**config.mk**
```make
export PLATFORM = sky130hd
export DESIGN_NAME = button_conditioner
export DESIGN_NICKNAME = d
export VERILOG_FILES = /design/src/rtl/clock_pkg.sv /design/src/rtl/button_channel.sv /design/src/rtl/button_conditioner.sv
export SDC_FILE = /design/constraint.sdc
export NUM_CORES = 1
export LEC_CHECK = 0
export ABC_CLOCK_PERIOD_IN_PS = 2200
export CORE_ASPECT_RATIO = 1.75
export CORE_MARGIN = 2
export CORE_UTILIZATION = 57
export DETAILED_ROUTE_END_ITERATION = 7
export PLACE_DENSITY_LB_ADDON = 0.15
export SLEW_MARGIN = 5
export SYNTH_ARGS = -nofsm -noshare
export SYNTH_HDL_FRONTEND = slang
export SYNTH_SLANG_ARGS = --single-unit
```
**constraint.sdc**
```tcl
create_clock -name clk -period 2.2 [get_ports clk]
set_clock_uncertainty 0.15 [all_clocks]
set_input_delay 0.33 -clock clk [delete_from_list [all_inputs] [get_ports clk]]
set_output_delay 0.33 -clock clk [all_outputs]
set_load 0.05 [all_outputs]
```
**src/rtl/clock_pkg.sv**
```systemverilog
// Shared constants and types for the clock-setting button front end.
// Timing defaults assume the 50 MHz system clock.
package clock_pkg;

    typedef enum logic [1:0] {
        HOLD_IDLE,
        HOLD_DELAY,
        HOLD_REPEAT
    } hold_state_t;

    localparam int unsigned CLK_HZ                = 50_000_000;
    localparam int unsigned DEBOUNCE_CYCLES_DEF   = 1_000_000;
    localparam int unsigned REPEAT_DELAY_DEF      = 25_000_000;
    localparam int unsigned REPEAT_PERIOD_DEF     = 5_000_000;

    function automatic int unsigned cnt_width(input int unsigned n);
        return (n <= 2) ? 1 : $clog2(n);
    endfunction

    function automatic int unsigned max2(input int unsigned a,
                                         input int unsigned b);
        return (a > b) ? a : b;
    endfunction

endpackage

```
**src/rtl/button_channel.sv**
```systemverilog
// One button: 2-flop synchronizer, debounce counter and hold/auto-repeat FSM.
// All outputs are registered.
module button_channel
    import clock_pkg::*;
#(
    parameter int unsigned DEBOUNCE_CYCLES = DEBOUNCE_CYCLES_DEF,
    parameter int unsigned REPEAT_DELAY    = REPEAT_DELAY_DEF,
    parameter int unsigned REPEAT_PERIOD   = REPEAT_PERIOD_DEF
) (
    input  logic clk,
    input  logic rst_n,
    input  logic btn_raw,
    input  logic repeat_en,
    output logic btn_level,
    output logic btn_step,
    output logic btn_release
);

    localparam int unsigned DW = cnt_width(DEBOUNCE_CYCLES);
    localparam int unsigned HW = cnt_width(max2(REPEAT_DELAY, REPEAT_PERIOD));
    localparam logic [DW-1:0] DEB_LAST = DW'(DEBOUNCE_CYCLES - 1);
    localparam logic [HW-1:0] RD_LAST  = HW'(REPEAT_DELAY - 1);
    localparam logic [HW-1:0] RP_LAST  = HW'(REPEAT_PERIOD - 1);

    logic [1:0]    sync_q;
    logic [DW-1:0] deb_cnt;
    logic          level_q;
    logic          differ;
    logic          toggle;
    logic          rise;
    logic          fall;

    hold_state_t   state_q, state_d;
    logic [HW-1:0] hold_q, hold_d;
    logic          step_q, step_d;
    logic          rel_q, rel_d;

    always_ff @(posedge clk or negedge rst_n) begin
        if (!rst_n) begin
            sync_q <= '0;
        end else begin
            sync_q <= {sync_q[0], btn_raw};
        end
    end

    assign differ = sync_q[1] ^ level_q;
    assign toggle = differ && (deb_cnt == DEB_LAST);
    assign rise   = toggle && !level_q;
    assign fall   = toggle && level_q;

    // Any agreement with the accepted level restarts the stability window.
    always_ff @(posedge clk or negedge rst_n) begin
        if (!rst_n) begin
            deb_cnt <= '0;
            level_q <= 1'b0;
        end else begin
            level_q <= level_q ^ toggle;
            if (!differ || toggle) begin
                deb_cnt <= '0;
            end else if (deb_cnt != '1) begin
                deb_cnt <= deb_cnt + 1'b1;
            end
        end
    end

    always_ff @(posedge clk or negedge rst_n) begin
        if (!rst_n) begin
            state_q <= HOLD_IDLE;
            hold_q  <= '0;
            step_q  <= 1'b0;
            rel_q   <= 1'b0;
        end else begin
            state_q <= state_d;
            hold_q  <= hold_d;
            step_q  <= step_d;
            rel_q   <= rel_d;
        end
    end

    always_comb begin
        state_d = state_q;
        hold_d  = hold_q;
        step_d  = 1'b0;
        rel_d   = 1'b0;
        if (fall) begin
            state_d = HOLD_IDLE;
            hold_d  = '0;
            rel_d   = 1'b1;
        end else begin
            unique case (state_q)
                HOLD_IDLE: begin
                    if (rise) begin
                        state_d = HOLD_DELAY;
                        hold_d  = '0;
                        step_d  = 1'b1;
                    end
                end
                HOLD_DELAY: begin
                    if (repeat_en) begin
                        if (hold_q == RD_LAST) begin
                            state_d = HOLD_REPEAT;
                            hold_d  = '0;
                            step_d  = 1'b1;
                        end else if (hold_q != '1) begin
                            hold_d = hold_q + 1'b1;
                        end
                    end
                end
                HOLD_REPEAT: begin
                    if (repeat_en) begin
                        if (hold_q == RP_LAST) begin
                            hold_d = '0;
                            step_d = 1'b1;
                        end else if (hold_q != '1) begin
                            hold_d = hold_q + 1'b1;
                        end
                    end
                end
                default: begin
                    state_d = HOLD_IDLE;
                    hold_d  = '0;
                end
            endcase
        end
    end

    assign btn_level   = level_q;
    assign btn_step    = step_q;
    assign btn_release = rel_q;

endmodule

```
**src/rtl/button_conditioner.sv**
```systemverilog
// Four independent button channels: {min_dec, min_inc, hour_dec, hour_inc}.
// Debounced levels, press/repeat steps and release pulses per button.
module button_conditioner
    import clock_pkg::*;
#(
    parameter int unsigned DEBOUNCE_CYCLES = DEBOUNCE_CYCLES_DEF,
    parameter int unsigned REPEAT_DELAY    = REPEAT_DELAY_DEF,
    parameter int unsigned REPEAT_PERIOD   = REPEAT_PERIOD_DEF
) (
    input  logic       clk,
    input  logic       rst_n,
    input  logic [3:0] btn_raw,
    input  logic       repeat_en,
    output logic [3:0] btn_level,
    output logic [3:0] btn_step,
    output logic [3:0] btn_release
);

    for (genvar i = 0; i < 4; i++) begin : g_ch
        button_channel #(
            .DEBOUNCE_CYCLES (DEBOUNCE_CYCLES),
            .REPEAT_DELAY    (REPEAT_DELAY),
            .REPEAT_PERIOD   (REPEAT_PERIOD)
        ) u_ch (
            .clk         (clk),
            .rst_n       (rst_n),
            .btn_raw     (btn_raw[i]),
            .repeat_en   (repeat_en),
            .btn_level   (btn_level[i]),
            .btn_step    (btn_step[i]),
            .btn_release (btn_release[i])
        );
    end

endmodule

```
==> results of run 1 <==
-- metal layers --
layer  global-route usage  vias up  share of wire
met3              0.03476      218          0.053
met5                    0        -              0
met1               0.3264     5998           0.34
met2               0.5527      573           0.55
met4               0.1500        0          0.062
li1                     -     5400              -
-- critical path: cells and delay by family (launching register included) --
kind	cells	cell delay, ns
and+or+nand+nor	4	0.90
buffers and inverters	3	0.54
DFF	1	0.43
AOI/OAI and AO/OA	1	0.39
-- worst min path at each step --
stage / slack, ns / endpoint / startpoint / cells after the start
floorplan: -0.12 / asynchronous set/reset pin / rst_n / 0
global placement: 0.11 / g_ch[1].u_ch.hold_q[2]$_DFFE_PN0P_ / rst_n / 1
detailed placement: 0.11 / g_ch[1].u_ch.hold_q[4]$_DFFE_PN0P_ / rst_n / 1
CTS: 0.08 / g_ch[1].u_ch.sync_q[0]$_DFF_PN0_ / btn_raw[1] / 1
global route: 0.1 / g_ch[2].u_ch.sync_q[0]$_DFF_PN0_ / btn_raw[2] / 1
finish: 0.09 / g_ch[1].u_ch.sync_q[0]$_DFF_PN0_ / btn_raw[1] / 1
-- kinds of logic (layout without fill, tap and decap cells) --
group,count (synthesis),count (layout),synth area share
compound gates,188,188,0.1115
flops,208,208,0.4355
xor+xnor,115,115,0.08428
fa+ha+maj,28,28,0.02931
simple gates,670,670,0.2949
mux,16,16,0.01371
buf+inv,82,413,0.03078
-- layout make-up --
| cell class | instances | area (um^2) | share of cell area |
|---|---|---|---|
| Sequential cell | 208 | 5210 | 0.2993 |
| Multi-Input combinational cell | 1017 | 7948 | 0.4566 |
| Tap cell | 252 | 315.3 | 0.01811 |
| Clock inverter | 6 | 58.81 | 0.003378 |
| Clock buffer | 33 | 673.1 | 0.03867 |
| Timing Repair Buffer | 343 | 3087 | 0.1773 |
| Inverter | 31 | 116.4 | 0.006684 |
-- state kept, by name (all words and copies together) (netlist names), named ones only --
register               cells
g_ch.u_ch.sync_q           8
g_ch.u_ch.deb_cnt         80
g_ch.u_ch.btn_release      4
g_ch.u_ch.state_q          8
g_ch.u_ch.btn_step         4
g_ch.u_ch.hold_q         100
-- what timing repair did --
item,in CTS,in global routing
cloned,3,10
buffers inserted,18,24
hold buffers,1,0
pin swaps,44,89
endpoints found under the hold margin,187,0
setup endpoints to repair,113,144
resized for setup,105,226
-- cell usage in the layout (no fill, tap or decap), types with 13 or more instances in the layout --
cell type / instances
mux2i_1: 13
ha_1: 22
a21oi_2: 16
nand3_2: 13
nor2_2: 15
dfrtp_1: 204
and4_1: 19
buf_6: 35
or3_1: 18
nand3_1: 76
inv_1: 29
nand4_1: 75
buf_12: 14
a21oi_1: 19
clkdlybuf4s50_1: 13
nor2_1: 143
xor2_1: 52
nor2_4: 21
nor3_1: 40
and2_1: 17
clkbuf_16: 30
xnor2_1: 53
nand2_1: 89
o21ai_1: 13
o21ai_0: 17
buf_4: 264
and3_1: 15
-- power by group --
group	total, mW	internal (mW)	switching (mW)
Combinational	0.886	0.394	0.492
Clock	3.82	2.23	1.59
Sequential	4.01	3.93	0.0872
-- stage by stage --
step | cell area, um^2 | TNS [ns] | cells | util
after floorplan | 12170 | -0.9560 | 1307 | -
after global placement | 14550 | -26.79 | 1797 | 0.7011
after detailed placement | 14550 | -31.38 | 1797 | 0.7011
after CTS | 15920 | -4.208 | 1857 | 0.7669
after global routing | 17410 | -30.52 | 1890 | 0.8386
final | 17410 | -18.63 | 1890 | 0.8386
==> flow_summary.yaml, run 1 <==
global_routing:
  grt_usage: 0.2968
  grt_antenna_before_repair: 1
  grt_max_degree: 57
  overflow: 0
  grt_pass1_wl_um: 54300
  grt_pass1_vias: 11651
floorplan:
  io_pins: 19
  die_x_um: 113.5
  initial_core_util: 0.5758
  rows: 70
  die_area_mm2: 0.02219
  die_h_um: 195.6
  core_area_mm2: 0.02076
clocking:
  cts.path.max_buffers: 3
  ctsHtreeMaxLevel: 1
  clock-sinks: 208
  clkLatencyLatePin_ns: 0.53
  cts_tree: "yes"
  cts_buffers: 22
  ctsRootBufferMaster: "clkbuf_16"
  clk_pin_slew_ns: 0.06
detailed_routing:
  drtIter0Drc: 998
  drt-pass1-iter-count: 5
  drt_wl_total_um: 39330
  vias: 12189
  ant_nets: 0
  viasPerCell: 6.449
  drc: 0
  wl_per_cell_um: 20.81
yosys:
  yosysUniqueCellTypes: 80
  yosysMostFrequentCell: "dfrtp_1"
  syn_nets: 1342
  syn_area_per_cell_um2: 9.144
  yosysTopAreaCell: "dfrtp_1"
  ys.warnings.count: 0
  synth_edf_count: 0
  ys_seq_elements: 208
  ys.flop_type: "dfrtp_1"
  synth_async_sr_flop_share: 1.000
  synthTopCellsByArea: "dfrtp_1 44%, nor2_1 5.6%, xnor2_1 4.4%"
  ys_seq_area_frac: 0.4355
  syn-cell-area_mm2: 0.01195
  synthDominantCellAreaShare: 0.4355
  synth_commonest_cells: "208 x dfrtp_1, 177 x nor2_1, 95 x nand2_1"
  syn_inst: 1307
finish:
  diodes: 0
  area_delta_synth_final_pct: 45.65
  nNetsFinal: 1658
  nFillCells: 1081
  drive_above_1_share: 0.3700
sta:
  setup_viol: 117
  worst-slew-pin-transition_ns: 0.5576
  fmax_ghz: 0.3965
  fin_crit_sh: 1.146
  rsz0062_at_grt: "yes"
  slew_headroom: 0.6254
  slew_violations: 0
  fin_crit_ns: 2.522
  hold_viol: 0
  layout_setup_ws_ns: -0.3218
  worst_hold_slack_ns: 0.09431
placement:
  numPortBuffers: 18
  hpwl_um: 21950
  place_congestion: 0.9496
  place_ws_ns: -0.4322
critical_path:
  path_common_cell: "buf_6"
  worstPathRequired_ns: 2.46
  reg2reg_depth: 8
  crit_arrival_ns: 2.78
  reg2reg_from: "g_ch[3].u_ch.deb_cnt[15]$_DFFE_PN0P_"
  r2r_end: "g_ch[3].u_ch.hold_q[6]$_DFFE_PN0P_"
  regToRegSetupSlack_ns: -0.32
  worstPathMaxFanout: 5
  crit_slowest_cell: "nor3b_1"
  cp-start-kind: "flip-flop"
  crit_start: "g_ch[3].u_ch.deb_cnt[15]$_DFFE_PN0P_"
  critPathCapture: "g_ch[3].u_ch.hold_q[6]$_DFFE_PN0P_"
  crit_chain: "nor3b_1 > nand4b_4 > buf_6 > o32a_1 > buf_6 > nor2_4 > clkbuf_16 > nor2_1"
  path_class: "reg -> reg"
  slowest_delay_ns: 0.45
  end_kind: "flip-flop"
power:
  power_density_mw_per_mm2: 500.8
  p_leak_nw: 7.381
  ir_worst_vdd_v: 0.0005673
  power.total_mw: 8.718
run:
  cap_violations: 0
hold_path:
  hold_class: "in -> reg"
outcome:
  status: "finished, violations left"
  violations: "setup timing"
(Power assumes the default switching activity.)
==> run 2, diff against run 1 <==
- CAP_MARGIN: default -> 10
- GPL_TIMING_DRIVEN: default -> 0
==> run 2 against run 1 <==
Net effect: the run still ends with setup timing left; maximum frequency rose by 4.6%; flip-flop and latch count did not move; count of clock-buffer cells in the layout fell by 6; cell area fell by 7.1%; register-to-register slack improved by 0.11 ns; sequential share of layout area rose by 2.6 points; wire length fell by 14%; via count fell by 7.9%.
==> flow_summary.yaml, run 2 (synthesis gave the netlist of run 1 again) <==
outcome:
  status: "finished, violations left"
  violations: "setup timing"
critical_path:
  crit_arrival_ns: 2.70
  crit_chain: "nand3_1 > nor3_2 > nand2_1 > or4_4 > xor2_2 > nor2_2"
  path_class: "reg -> reg"
  slowest_delay_ns: 0.52
  crit_slowest_cell: "or4_4"
  cp-start-kind: "flip-flop"
  worstPathRequired_ns: 2.49
  worstPathMaxFanout: 6
  critPathBufInv: 0
  end_kind: "flip-flop"
  regToRegSetupSlack_ns: -0.21
  cp_top_family: "simple AND/OR/NAND/NOR gates"
finish:
  regArea_mm2: 0.005254
  largest_reg_flops: 100
  postLayoutCoreUtil: 0.7789
  top_regs: "g_ch.u_ch.hold_q x100, g_ch.u_ch.deb_cnt x80"
  area_delta_synth_final_pct: 35.28
  final_cell_mix: "169 x dfrtp_1, 138 x nor2_1, 118 x buf_4"
  final_common_cell: "dfrtp_1"
  diodes: 0
  multi_input_area_mm2: 0.008003
  nFillCells: 1301
  largest_register: "g_ch.u_ch.hold_q"
  drive_above_1_share: 0.3398
  nNetsFinal: 1521
floorplan:
  core_area_mm2: 0.02076
  io_pins: 19
  initial_core_util: 0.5758
  rows: 70
  die_x_um: 113.5
  die_h_um: 195.6
  die_area_mm2: 0.02219
detailed_routing:
  viasPerCell: 6.426
  drt_wl_total_um: 33800
  drtIter0Drc: 722
  ant_nets: 0
  drt-pass1-iter-count: 5
  drc: 0
  wl_per_cell_um: 19.35
  vias: 11227
hold_path:
  hold_class: "in -> reg"
clocking:
  clock-sinks: 208
  clkLatencyLatePin_ns: 0.50
  cts_tree: "yes"
  cts_buffers: 21
  cts.path.max_buffers: 3
  ctsRootBufferMaster: "clkbuf_16"
  ctsHtreeMaxLevel: 1
  clk_pin_slew_ns: 0.07
sta:
  slew_headroom: 0.3980
  worst-slew-pin-transition_ns: 0.9030
  fmax_ghz: 0.4148
  hold_viol: 0
  setup_viol: 99
  slew_violations: 0
  rsz0062_at_grt: "yes"
  fin_crit_ns: 2.411
  layout_setup_ws_ns: -0.2111
  fin_crit_sh: 1.096
power:
  ir_worst_vdd_v: 0.0005857
  power.total_mw: 8.078
  p_leak_nw: 6.600
  power_density_mw_per_mm2: 499.6
global_routing:
  grt_pass1_wl_um: 51460
  grt_usage: 0.2787
  grt_antenna_before_repair: 0
  grt_max_degree: 93
  overflow: 0
  grt_pass1_vias: 10968
placement:
  hpwl_um: 19520
  numPortBuffers: 17
  place_congestion: 0.9555
run:
  cap_violations: 0
## run 2: cell types whose count changed in the layout (fill, tap and decap cells not counted), moves of 7 or more
cell / delta
nor2_4: -7
dfrtp_1: -35
clkbuf_16: -8
buf_12: -11
dfrtp_2: +35
clkdlybuf4s50_1: -9
nor2_2: +12
buf_6: +8
buf_4: -146
## run 2: repair_timing
action / 4_1_cts / 5_1_grt
hold buffers: 1 / 0
cloned: 7 / 4
endpoints found under the setup margin: 197 / 190
hold endpoints to repair: 208 / 0
buffers inserted: 78 / 60
pin swaps: 73 / 84
resized for setup: 195 / 244
## run 2: metrics by stage
stage	cell area [um^2]	TNS (ns)	worst slack, ns	std cells	hold WS (ns)
final	16170	-13.20	-0.2111	1747	0.1135
after global routing	16170	-22.43	-0.3228	1747	0.1108
after CTS	14760	-6.967	-0.2003	1688	0.1007
after detailed placement	12710	-58.38	-0.7372	1578	0.06599
after global placement	12650	-1745.22	-8.156	1576	0.1836
after floorplan	12170	-0.9560	-0.1216	1307	-0.1156
## run 2: worst paths after layout
kind,startpoint,to,cells after the start
worst max-delay path,g_ch[1].u_ch.hold_q[7]$_DFFE_PN0P_,g_ch[1].u_ch.hold_q[17]$_DFFE_PN0P_,6
worst min-delay path,btn_raw[1],g_ch[1].u_ch.sync_q[0]$_DFF_PN0_,1
worst max register to register,g_ch[1].u_ch.hold_q[7]$_DFFE_PN0P_,g_ch[1].u_ch.hold_q[17]$_DFFE_PN0P_,6
worst min register to register,g_ch[2].u_ch.sync_q[0]$_DFF_PN0_,g_ch[2].u_ch.sync_q[1]$_DFF_PN0_,0
max in group asynchronous,rst_n,g_ch[2].u_ch.deb_cnt[2]$_DFFE_PN0P_,3
min in group asynchronous,rst_n,g_ch[1].u_ch.hold_q[11]$_DFFE_PN0P_,2
## run 2: metal layers
metal / vias to the layer above / part of all wire / global-route usage
met3: 156 / 0.038 / 0.03600
met5: - / 0 / 0
met4: 0 / 0.054 / 0.1518
met2: 397 / 0.55 / 0.5176
li1: 5107 / - / -
met1: 5567 / 0.36 / 0.3006
## run 2: worst register-to-register path: stages, from the launching register on
cell	delay, ns
dfrtp_2	0.48
nand3_1	0.34
nor3_2	0.46
nand2_1	0.15
or4_4	0.52
xor2_2	0.16
nor2_2	0.08
## run 2: layout make-up
class	instances	share of cell area
Buffer	42	0.02376
Clock buffer	27	0.03513
Multi-Input combinational cell	1018	0.4950
Timing Repair Buffer	164	0.09271
Inverter	31	0.007197
Sequential cell	208	0.3249
Clock inverter	5	0.001780
Tap cell	252	0.01950
## run 2: power by group
| group | internal (mW) | switching, mW | leakage, nW |
|---|---|---|---|
| clock | 1.81 | 1.50 | 0.298 |
| combinational | 0.297 | 0.406 | 3.56 |
| sequential | 3.93 | 0.146 | 2.74 |
==> run 3, diff against run 2 <==
- ABC_CLOCK_PERIOD_IN_PS: 2200 -> 2700
- CORE_UTILIZATION: 57 -> 60
- clock period: 2.2 -> 2.7 ns (I/O delays scaled with it)
==> run 3 against run 2 <==
Net effect: the flow now finishes without violations; register-to-register slack gained 0.27 ns; combinational power is 49% lower; critical endpoint is now g_ch[2].u_ch.hold_q[7]$_DFFE_PN0P_; maximum frequency decreased by 8.5%.
==> flow_summary.yaml, run 3 (synthesis gave the netlist of run 1 again) <==
global_routing:
  grt_usage: 0.2613
  overflow: 0
  grt_antenna_before_repair: 0
  grt_max_degree: 110
  grt_pass1_wl_um: 46660
  grt_pass1_vias: 10187
hold_path:
  holdPathEnd: "g_ch[3].u_ch.sync_q[0]$_DFF_PN0_"
  whs_path_depth: 1
  hold_class: "in -> reg"
  hold_start: "btn_raw[3]"
clocking:
  clkLatencyLatePin_ns: 0.51
  cts_buffers: 22
  clock-sinks: 208
  clk_pin_slew_ns: 0.06
  cts_tree: "yes"
  ctsHtreeMaxLevel: 1
  ctsRootBufferMaster: "clkbuf_16"
  cts.path.max_buffers: 3
detailed_routing:
  vias: 10142
  viasPerCell: 6.257
  drtIter0Drc: 623
  drc: 0
  ant_nets: 0
  drt-pass1-iter-count: 6
  wl_per_cell_um: 17.15
  drt_wl_total_um: 27800
critical_path:
  end_kind: "flip-flop"
  crit_chain: "inv_1 > ha_1 > o21ba_2 > o21a_1 > o32ai_4 > buf_4 > clkbuf_2 > o21ai_0 > a21o_1"
  reg2reg_depth: 9
  r2r_end: "g_ch[2].u_ch.hold_q[7]$_DFFE_PN0P_"
  path_class: "reg -> reg"
  crit_arrival_ns: 2.87
  crit_slowest_cell: "dfrtp_1"
  regToRegSetupSlack_ns: 0.06
  worstPathMaxFanout: 10
  cp-start-kind: "flip-flop"
  slowest_delay_ns: 0.40
  worstPathRequired_ns: 2.94
  reg2reg_from: "g_ch[2].u_ch.state_q[1]$_DFFE_PN0P_"
floorplan:
  die_x_um: 110.7
  rows: 68
  initial_core_util: 0.6081
  die_area_mm2: 0.02111
  die_h_um: 190.7
  core_area_mm2: 0.01965
  io_pins: 19
finish:
  area_delta_synth_final_pct: 14.31
  nFillCells: 1568
  final_common_cell: "dfrtp_1"
  nNetsFinal: 1395
  top_regs: "g_ch.u_ch.hold_q x100, g_ch.u_ch.deb_cnt x80"
  multi_input_area_mm2: 0.006626
  final_cell_mix: "207 x dfrtp_1, 176 x nor2_1, 95 x nand2_1"
  largest_register: "g_ch.u_ch.hold_q"
  diodes: 0
  regArea_mm2: 0.005206
  largest_reg_flops: 100
  instances_no_fill: 1621
  drive_above_1_share: 0.1039
power:
  ir_worst_vdd_v: 0.0006102
  p_leak_nw: 5.623
  power.total_mw: 7.090
  power_density_mw_per_mm2: 519.0
sta:
  slew_violations: 0
  fmax_ghz: 0.3793
  setup_viol: 0
  worst-slew-pin-transition_ns: 0.8353
  hold_viol: 0
  slew_headroom: 0.4431
  fin_crit_sh: 0.9763
  fin_crit_ns: 2.636
outcome:
  status: "complete, no violations"
placement:
  dp.cells: 1570
  numPortBuffers: 17
  place_congestion: 0.9471
  hpwl_um: 19240
run:
  cap_violations: 0
## run 3: cell count changes in the layout (fill, tap and decap cells not counted), sizes merged
| cell | delta |
|---|---|
| clkdlybuf4s50 | +12 |
| clkinvlp | +2 |
| dlygate4sd2 | -5 |
| bufinv | +6 |
| dlymetal6s2s | -6 |
| buf | -134 |
| clkbuf | +6 |
| clkinv | +1 |
| o21ai | -1 |
## run 3: worst max-delay path by stage
| stage | from | to | slack (ns) | cells past startpoint |
|---|---|---|---|---|
| finish | g_ch[2].u_ch.state_q[1]$_DFFE_PN0P_ | g_ch[2].u_ch.hold_q[7]$_DFFE_PN0P_ | 0.06 | 9 |
| CTS | g_ch[0].u_ch.hold_q[6]$_DFFE_PN0P_ | g_ch[0].u_ch.hold_q[22]$_DFFE_PN0P_ | 0.01 | 7 |
| global route | g_ch[0].u_ch.hold_q[10]$_DFFE_PN0P_ | g_ch[0].u_ch.hold_q[16]$_DFFE_PN0P_ | -0.02 | 7 |
| floorplan | g_ch[1].u_ch.deb_cnt[12]$_DFFE_PN0P_ | g_ch[1].u_ch.hold_q[17]$_DFFE_PN0P_ | 0.30 | 6 |
| detailed placement | repeat_en | g_ch[2].u_ch.hold_q[14]$_DFFE_PN0P_ | -0.42 | 8 |
| global placement | rst_n | g_ch[3].u_ch.deb_cnt[0]$_DFFE_PN0P_ | -7.72 | 1 |
## run 3: stage by stage
step / hold slack, ns / utilization / cell area, um^2 / setup slack [ns] / TNS (ns)
3_5_place_dp: 0.1855 / 0.6340 / 12460 / -0.4211 / -8.848
6_report: 0.1939 / 0.6951 / 13660 / 0.06387 / 0
5_1_grt: 0.1832 / 0.6951 / 13660 / -0.02315 / -0.3055
3_3_place_gp: 0.1861 / 0.6324 / 12430 / -7.720 / -1608.81
2_1_floorplan: -0.04059 / - / 11950 / 0.2972 / 0
4_1_cts: 0.1747 / 0.6815 / 13390 / 0.01342 / 0
## run 3: layout make-up
class	count	area share
Buffer	48	0.01887
Inverter	31	0.008517
Timing Repair Buffer	32	0.02363
Clock inverter	14	0.01676
Sequential cell	208	0.3811
Clock buffer	26	0.04369
Multi-Input combinational cell	1017	0.4850
Tap cell	245	0.02244
## run 3: report_power, final
part,internal [mW],switching (mW)
sequential,3.20,0.111
combinational,0.131,0.230
clock,2.16,1.26
total,5.49,1.60
## run 3: metal layers
metal | vias up | wire [um] | GRT usage
li1 | 4864 | - | -
met1 | 4923 | 10520 | 0.2828
met2 | 258 | 15170 | 0.5009
met3 | 97 | 925 | 0.02606
met4 | 0 | 1183 | 0.1327
met5 | - | 0 | 0
## run 3: timing repair
item                                    in CTS  in global routing
setup buffers                                3                 10
pin swaps                                    3                  9
gates cloned                                 0                  0
endpoints found under the setup margin      49                 78
hold buffers                                 1                  0
endpoints found under the hold margin      108                  0
gates resized for setup                     14                 44
## run 3: critical path: cells and delay by family (launching register included)
| family | cells | cell delay, ns |
|---|---|---|
| AO/OA/AOI/OAI | 5 | 1.20 |
| buffers and inverters | 3 | 0.53 |
| flip-flops | 1 | 0.40 |
| adder cells (fa/ha/maj) | 1 | 0.24 |
